### src/rtl/fir_job_sequencer_pkg.sv
// Shared types and sizing for the FIR job sequencer: state encoding, latched job
// configuration and the helpers used to validate a job and size its output count.
package fir_job_sequencer_pkg;

  localparam int NB_TAPS   = 50;
  localparam int CNT_WIDTH = 16;
  localparam int TAP_WIDTH = $clog2(NB_TAPS + 1);

  typedef enum logic [2:0] {
    IDLE,
    REQ_H,
    LOAD_H,
    REQ_XY,
    RUN,
    DRAIN,
    DONE
  } fir_seq_state_e;

  typedef struct packed {
    logic [CNT_WIDTH-1:0] nb_samples;
    logic [TAP_WIDTH-1:0] nb_taps;
  } fir_seq_cfg_t;

  // A job must have at least one tap, fit the tap buffer, and supply enough samples
  // for at least one full-window output.
  function automatic logic cfg_valid(input logic [CNT_WIDTH-1:0] nb_samples,
                                     input logic [TAP_WIDTH-1:0] nb_taps);
    return (nb_taps != '0) && (nb_taps <= TAP_WIDTH'(NB_TAPS)) &&
           (nb_samples >= CNT_WIDTH'(nb_taps));
  endfunction

  function automatic logic [CNT_WIDTH-1:0] expected_outputs(input fir_seq_cfg_t cfg);
    return cfg.nb_samples - CNT_WIDTH'(cfg.nb_taps) + CNT_WIDTH'(1);
  endfunction

endpackage

### src/rtl/fir_job_sequencer.sv
// Sequences one FIR job: tap preload, x streaming with y write-back counting, and
// completion. All outputs are registered so no ready input reaches an output combinationally.
module fir_job_sequencer
  import fir_job_sequencer_pkg::*;
(
  input  logic                 clk_i,
  input  logic                 rst_ni,
  input  logic                 clear_i,
  input  logic                 start_i,
  input  logic [CNT_WIDTH-1:0] nb_samples_i,
  input  logic [TAP_WIDTH-1:0] nb_taps_i,
  output logic                 h_req_start_o,
  input  logic                 h_ready_start_i,
  input  logic                 h_done_i,
  input  logic                 taps_full_i,
  output logic                 xy_req_start_o,
  input  logic                 xy_ready_start_i,
  input  logic                 y_valid_i,
  input  logic                 y_ready_i,
  input  logic                 y_done_i,
  output logic                 dp_enable_o,
  output logic                 dp_clear_o,
  output logic [TAP_WIDTH-1:0] dp_nb_taps_o,
  output logic                 busy_o,
  output logic                 done_o,
  output logic                 err_o
);

  fir_seq_state_e       state_reg;
  fir_seq_cfg_t         cfg_reg;
  logic [CNT_WIDTH-1:0] y_cnt_reg;
  logic [CNT_WIDTH-1:0] y_cnt_inc;
  logic [CNT_WIDTH-1:0] y_exp;
  logic                 h_done_seen_reg;
  logic                 taps_full_seen_reg;
  logic                 y_done_seen_reg;
  logic                 h_req_reg;
  logic                 xy_req_reg;
  logic                 dp_enable_reg;
  logic                 dp_clear_reg;
  logic                 busy_reg;
  logic                 done_reg;
  logic                 err_reg;

  logic y_hs;
  logic h_done_any;
  logic taps_full_any;
  logic y_done_any;

  assign y_hs          = y_valid_i && y_ready_i;
  assign h_done_any    = h_done_seen_reg || h_done_i;
  assign taps_full_any = taps_full_seen_reg || taps_full_i;
  assign y_done_any    = y_done_seen_reg || y_done_i;
  assign y_cnt_inc     = y_cnt_reg + CNT_WIDTH'(1);
  assign y_exp         = expected_outputs(cfg_reg);

  always_ff @(posedge clk_i or negedge rst_ni) begin
    if (!rst_ni) begin
      state_reg          <= IDLE;
      cfg_reg            <= '0;
      y_cnt_reg          <= '0;
      h_done_seen_reg    <= 1'b0;
      taps_full_seen_reg <= 1'b0;
      y_done_seen_reg    <= 1'b0;
      h_req_reg          <= 1'b0;
      xy_req_reg         <= 1'b0;
      dp_enable_reg      <= 1'b0;
      dp_clear_reg       <= 1'b0;
      busy_reg           <= 1'b0;
      done_reg           <= 1'b0;
      err_reg            <= 1'b0;
    end else if (clear_i) begin
      state_reg          <= IDLE;
      cfg_reg            <= '0;
      y_cnt_reg          <= '0;
      h_done_seen_reg    <= 1'b0;
      taps_full_seen_reg <= 1'b0;
      y_done_seen_reg    <= 1'b0;
      h_req_reg          <= 1'b0;
      xy_req_reg         <= 1'b0;
      dp_enable_reg      <= 1'b0;
      dp_clear_reg       <= 1'b0;
      busy_reg           <= 1'b0;
      done_reg           <= 1'b0;
      err_reg            <= 1'b0;
    end else begin
      dp_clear_reg <= 1'b0;
      done_reg     <= 1'b0;
      err_reg      <= 1'b0;
      case (state_reg)
        IDLE: begin
          if (start_i) begin
            if (cfg_valid(nb_samples_i, nb_taps_i)) begin
              cfg_reg            <= '{nb_samples: nb_samples_i, nb_taps: nb_taps_i};
              y_cnt_reg          <= '0;
              h_done_seen_reg    <= 1'b0;
              taps_full_seen_reg <= 1'b0;
              y_done_seen_reg    <= 1'b0;
              dp_clear_reg       <= 1'b1;
              h_req_reg          <= 1'b1;
              busy_reg           <= 1'b1;
              state_reg          <= REQ_H;
            end else begin
              err_reg <= 1'b1;
            end
          end
        end
        REQ_H: begin
          h_done_seen_reg    <= h_done_any;
          taps_full_seen_reg <= taps_full_any;
          if (h_ready_start_i) begin
            h_req_reg <= 1'b0;
            state_reg <= LOAD_H;
          end
        end
        LOAD_H: begin
          // Tap-buffer-full and h-source-done may arrive in either order.
          h_done_seen_reg    <= h_done_any;
          taps_full_seen_reg <= taps_full_any;
          if (h_done_any && taps_full_any) begin
            xy_req_reg    <= 1'b1;
            dp_enable_reg <= 1'b1;
            state_reg     <= REQ_XY;
          end
        end
        REQ_XY: begin
          y_done_seen_reg <= y_done_any;
          if (xy_ready_start_i) begin
            xy_req_reg <= 1'b0;
            state_reg  <= RUN;
          end
        end
        RUN: begin
          y_done_seen_reg <= y_done_any;
          if (y_hs) begin
            y_cnt_reg <= y_cnt_inc;
            if (y_cnt_inc == y_exp) state_reg <= DRAIN;
          end
        end
        DRAIN: begin
          y_done_seen_reg <= y_done_any;
          if (y_done_any) begin
            done_reg      <= 1'b1;
            dp_enable_reg <= 1'b0;
            state_reg     <= DONE;
          end
        end
        DONE: begin
          busy_reg        <= 1'b0;
          y_done_seen_reg <= 1'b0;
          state_reg       <= IDLE;
        end
        default: state_reg <= IDLE;
      endcase
    end
  end

  assign h_req_start_o  = h_req_reg;
  assign xy_req_start_o = xy_req_reg;
  assign dp_enable_o    = dp_enable_reg;
  assign dp_clear_o     = dp_clear_reg;
  assign dp_nb_taps_o   = cfg_reg.nb_taps;
  assign busy_o         = busy_reg;
  assign done_o         = done_reg;
  assign err_o          = err_reg;

endmodule
### config.mk
export PLATFORM = sky130hd
export DESIGN_NAME = fir_job_sequencer
export DESIGN_NICKNAME = d
export VERILOG_FILES = /design/src/rtl/fir_job_sequencer_pkg.sv /design/src/rtl/fir_job_sequencer.sv
export SDC_FILE = /design/constraint.sdc
export NUM_CORES = 1
export LEC_CHECK = 0
export ABC_AREA = 1
export ABC_CLOCK_PERIOD_IN_PS = 2420
export CORE_ASPECT_RATIO = 0.5
export CORE_UTILIZATION = 52
export CTS_BUF_LIST = sky130_fd_sc_hd__clkbuf_16
export CTS_CLUSTER_SIZE = 8
export DETAILED_ROUTE_END_ITERATION = 16
export HOLD_SLACK_MARGIN = 0.05
export MAX_ROUTING_LAYER = met4
export PLACE_DENSITY_LB_ADDON = 0.12
export SLEW_MARGIN = 20
export SYNTH_ARGS = -nofsm -noshare
export SYNTH_HDL_FRONTEND = slang
export SYNTH_SLANG_ARGS = --single-unit
### constraint.sdc
create_clock -name clk_i -period 2.42 [get_ports clk_i]
set_input_delay 0.484 -clock clk_i [delete_from_list [all_inputs] [get_ports clk_i]]
set_output_delay 0.484 -clock clk_i [all_outputs]
set_load 0.01 [all_outputs]
After elaboration in Yosys (flattened, before gate mapping)
Cells that the tools add are included.
{ "word_totals": {"input_bits": 33, "output_inout_bits": 13, "ff_bits": 51, "wordCells": 116} }
{ "op_classes": {"reduce_logical": 30, "eq_ne": 15, "addsub": 3, "n_lt_le_gt_ge": 2, "mux": 52} }
{ "ops": {"columns": ["op", "count"], "rows": [
  ["$mux W22", 4],
  ["$mux W16", 4],
  ["$add A16 B1 Y16 const B", 2],
  ["$pmux W16 S2", 1],
  ["$mux W3", 9],
  ["$mux W1", 26],
  ["$ne A3 B3 Y1 const B", 8],
  ["$pmux W3 S6", 1],
  ["$reduce_and A3 Y1", 6],
  ["$reduce_bool A3 Y1", 6],
  ["$eq A16 B16 Y1", 1],
  ["$ge A16 B6 Y1", 1],
  ["$sub A16 B6 Y16", 1],
  ["$pmux W1 S2", 6],
  ["$eq A3 B3 Y1 const B", 3],
  ["$reduce_and A4 Y1", 2],
  ["$reduce_and A8 Y1", 1],
  ["$eq A3 B2 Y1 const B", 2],
  ["$le A6 B6 Y1 const B", 1],
  ["$reduce_bool A2 Y1", 3],
  ["$reduce_bool A6 Y1", 1],
  ["$logic_and A1 B1 Y1", 4],
  ["$reduce_bool A4 Y1", 1],
  ["$eq A3 B1 Y1 const B", 1],
  ["5 further kinds", 7]
]} }

Logic depth before layout (Yosys ltp)
{ "depth": {"word_depth": 7, "ltp_mapped": 23} }

Least setup slack after synthesis
No wires, ideal clock.
{ "synth_path": {"path_kind": "register to register", "from": "reg cfg_reg (netlist bit dp_nb_taps_o[1])", "to": "reg state_reg[0]", "t_arrival_ns": 2.484, "stages_incl_launch_ff": 22, "path_slack_ns": -0.181, "n_path_buf": 0, "required_time_ns": 2.303, "setup_time_ns": 0.117, "path_cell_list": "dfrtp_1 > ha_1 > inv_1 > ha_1 > inv_1 > fa_1 > inv_1 > nand2_1 > nand2_1 > nand3_1 > nand2_1 > nand2_1 > nand2_1 > nand2_1 > nand3_1 > nand2_1 > nor2_1 > nand2_1 > o21ai_4 > nand2_2 > nand2_1 > nand2_1"} }
{ "synth_via": {"elab_chain_cells": 5} }
{ "synth_rtl": {"columns": ["item", "line_no", "source"], "rows": [
  ["start, declared", "fir_job_sequencer.sv:30", "fir_seq_cfg_t cfg_reg;"],
  ["start signal, assigned", "fir_job_sequencer.sv:94", "cfg_reg <= '{nb_samples: nb_samples_i, nb_taps: nb_taps_i};"],
  ["$sub A16 B6 Y16", "fir_job_sequencer_pkg.sv:33", "return cfg.nb_samples - CNT_WIDTH'(cfg.nb_taps) + CNT_WIDTH'(1);"],
  ["$add A16 B1 Y16", "fir_job_sequencer_pkg.sv:33", null],
  ["$eq A16 B16 Y1", "fir_job_sequencer.sv:137", "if (y_cnt_inc == y_exp) state_reg <= DRAIN;"],
  ["$ne A3 B3 Y1 (no line)", null, null],
  ["$reduce_and A8 Y1 (no line)", null, null],
  ["end signal, assigned", "fir_job_sequencer.sv:137", null],
  ["end signal, assigned", "fir_job_sequencer.sv:145", "state_reg <= DONE;"],
  ["end signal, assigned", "fir_job_sequencer.sv:151", "state_reg <= IDLE;"],
  ["end, declared", "fir_job_sequencer.sv:29", "fir_seq_state_e state_reg;"]
]} }
No other way between the ends.
A chain may end at the register's enable or synchronous reset.

Worst setup path after layout
{ "layout_path": {"from": "reg cfg_reg[7] (netlist name)", "to": "reg state_reg[0]"} }
The elaborated chain is that of the path after synthesis.

==> results.sh <==
export IMPL_outcome="finished with violations"
export IMPL_violations="setup timing"
export IMPL_synth_most_common_cell="nand2_1"
export IMPL_nets=790
export IMPL_cpMaxStageDelayCell="fa_2"
export IMPL_dr_pass1_iters=7
export IMPL_fin_crit_ns=2.85
export IMPL_crit_type="reg2reg"
export IMPL_drt_iter0_markers=267
export IMPL_ys_types=41
export IMPL_clk_pin_slew_ns=0.07
export IMPL_cp_max_fo=4
export IMPL_viasPerCell=5.20
export IMPL_crit_required_ns=2.61
export IMPL_seqCellArea_um2=1280
export IMPL_cts_root_buf="clkbuf_16"
export IMPL_async_flop_share_pct=100
export IMPL_grt_overflow_total=0
export IMPL_grt_pass1_vias=3905
export IMPL_gp_congestion=0.896
export IMPL_synthTopCellsByArea="dfrtp_1 30%, nand2_1 17%, inv_1 11%"
export IMPL_synth_compound_area_share_pct=11.3
export IMPL_dpl_hpwl_um=8660
export IMPL_path_cells="inv_2 > ha_1 > inv_1 > ha_2 > inv_2 > fa_2 > inv_2 > nand2_2 > nand3_2 > nor2_2 > nand2_1 > nor2_1 > nand3_1 > nor2_2 > nand2_2 > o21ai_4 > nand2_2 > nand2_1 > nand2_1"
export IMPL_finalWorstSetupSlack_ns=-0.427
export IMPL_grt_max_degree=33
export IMPL_dieArea_um2=8570
export IMPL_h_tree_depth=2
export IMPL_clk_latency_ns=0.30
export IMPL_syn2layout_area_growth_pct=27.7
export IMPL_fin_util_pct=71.3
export IMPL_critPathArrivalTime_ns=3.04
export IMPL_hold_path_class="in2async"
export IMPL_maxCapViolCount=0
export IMPL_worst_pin_slew_ns=0.646
export IMPL_fillers=673
export IMPL_place_inst=827
export IMPL_final_antenna_net_count=0
export IMPL_syn_avg_cell_area_um2=6.60
export IMPL_finalInstanceArea_um2=5430
export IMPL_dieWidth_um=130
export IMPL_ys_ff_latch=51
export IMPL_yosysTopAreaCell="dfrtp_1"
export IMPL_rsz0062_at_grt="yes"
export IMPL_yosysTopAreaCellShare_pct=30.0
export IMPL_finalSetupTns_ns=-1.27
export IMPL_via_count=4358
export IMPL_syn_cell_area_um2=4250
export IMPL_synth_ff_type="dfrtp_1"
export IMPL_port_buffers=45
export IMPL_synthAdderAreaFrac_pct=8.41
export IMPL_ys_seq_area_share_pct=30.0
export IMPL_initial_core_util_pct=55.8
export IMPL_cts_tree="done"
export IMPL_cts_sinks=51
export IMPL_synth_top_family_by_area="simple AND/OR/NAND/NOR gates"
export IMPL_n_antenna_cell=0
export IMPL_timing_fmax_ghz=0.351
export IMPL_core_area_um2=7620
export IMPL_slowest_delay_ns=0.58
export IMPL_yosys_area_share_simple_pct=36.5
export IMPL_drt_wl_total_um=11100
export IMPL_power_density_nw_per_um2=971
export IMPL_wire_per_inst_um=13.3
export IMPL_die_height_um=66.0
export IMPL_synth_edff_count=0
export IMPL_cts_made_buffers=5
export IMPL_multi_input_area_um2=2560
export IMPL_synthTopCellsByCount="197 x nand2_1, 119 x inv_1, 66 x nand3_1"
export IMPL_syn_num_nets=706
export IMPL_yosysWarnings=0
export IMPL_cts_hold_fix_buffers=0
export IMPL_slew_viol_final=0
export IMPL_grt_pass1_wl_um=17700
export IMPL_synth_xor_area_share_pct=0.794
export IMPL_finalCritPeriodShare_pct=118
export IMPL_place_area_um2=5120
export IMPL_cts_buffer_depth=2
export IMPL_synthCells=645
export IMPL_vdd_drop_max_v=0.000470
export IMPL_relSlewSlack_pct=56.9
export IMPL_layout_drive_gt1_share_pct=16.6
export IMPL_total_power_mw=5.28
export IMPL_p_leak_nw=2.86
export IMPL_pin_count=46
export IMPL_hold_viol_final=0
export IMPL_critPathLaunchType="flop"
export IMPL_rows=22
export IMPL_cp_end_kind="flop"
export IMPL_finalClockSkew_ns=0.00515
export IMPL_grt_use_total_pct=27.8
export IMPL_drc=0
export IMPL_antenna_found_initial=0
export IMPL_synth_mux_area_share_pct=0
export IMPL_setup_viol=3
export IMPL_instances_no_fill=838
==> final timing paths <==
path | startpoint | end | slack [ns] | cells after the start
setup reg to reg | cfg_reg[7]$_DFFE_PN0P_ | state_reg[0]$_DFFE_PN0P_ | -0.43 | 19
min in group clk_i | y_cnt_reg[15]$_DFFE_PN0P_ | y_cnt_reg[15]$_DFFE_PN0P_ | 0.49 | 2
setup / recovery | cfg_reg[7]$_DFFE_PN0P_ | state_reg[0]$_DFFE_PN0P_ | -0.43 | 19
max in group asynchronous | rst_ni | cfg_reg[18]$_DFFE_PN0P_ | 1.55 | 2
hold reg to reg | y_cnt_reg[15]$_DFFE_PN0P_ | y_cnt_reg[15]$_DFFE_PN0P_ | 0.49 | 2
hold / removal | rst_ni | y_cnt_reg[2]$_DFFE_PN0P_ | 0.20 | 1
==> cell families after synthesis <==
group / count (synthesis)
buffers and inverters: 138
xor gates and xnor gates: 3
and+or+nand+nor: 349
adders and majority gates: 28
DFF: 51
AOI/OAI and AO/OA: 76
==> power breakdown <==
group / switching, mW / total [mW] / internal (mW) / leakage [nW]
Clock: 0.350 / 0.738 / 0.388 / 0.0742
Sequential: 0.122 / 1.12 / 1.00 / 0.695
Combinational: 2.05 / 3.42 / 1.37 / 2.09
==> layer usage <==
layer	routed length [µm]	vias to the layer above	track usage, %
met4	125	0	5.81
met3	601	13	4.21
met2	4880	115	44.5
met5	0	-	-
met1	5530	1997	37.6
li1	-	2233	-
==> critical path, delay by kind of cell (launching register included) <==
kind	cells	cell delay (ns)
and+or+nand+nor	11	0.94
AOI/OAI and AO/OA	1	0.23
adders and majority gates	3	1.03
DFF	1	0.34
buffers and inverters	4	0.19
==> through the flow <==
| stage | setup slack [ns] | hold WS (ns) |
|---|---|---|
| 2_1_floorplan | -0.104 | 0.188 |
| 3_3_place_gp | -0.231 | 0.466 |
| 3_5_place_dp | -0.364 | 0.469 |
| 4_1_cts | -0.334 | 0.216 |
| 5_1_grt | -0.591 | 0.246 |
| 6_report | -0.427 | 0.200 |
==> layout make-up <==
cell class / count / share of cell area [%]
multi-input combinational: 456 / 47.1
clock buffer: 5 / 2.30
timing repair buffer: 92 / 15.7
inverter: 123 / 8.52
sequential: 51 / 23.5
clock inverter: 3 / 0.414
tap: 108 / 2.49
==> cell usage in the layout, fill, tap and decap left out, types with 2 or more instances in the layout <==
cell	n
dfrtp_1	51
a31oi_1	2
nor2_4	5
o21bai_1	3
o21ai_0	12
buf_4	43
nand2_2	16
ha_1	26
nor2_2	6
inv_2	8
o31ai_2	6
nor4_1	2
clkdlybuf4s50_1	44
o31ai_1	11
buf_12	3
nor3_1	4
o22ai_1	13
inv_1	114
a211oi_1	2
a21oi_1	21
or2_1	2
nand3b_1	4
nand2_4	3
o21ai_1	2
nand3_1	57
nor2_1	40
clkbuf_16	6
clkinv_2	2
nand2_1	187
nand3_2	8
nand4_1	10
==> what timing repair did <==
action | 4_1_cts | 5_1_grt
cloned | 0 | 1
pin swaps | 2 | 18
setup buffers | 1 | 1
endpoints found under the setup margin | 3 | 35
gates resized for setup | 2 | 32
Note: power is estimated with default switching activity, not from simulation.
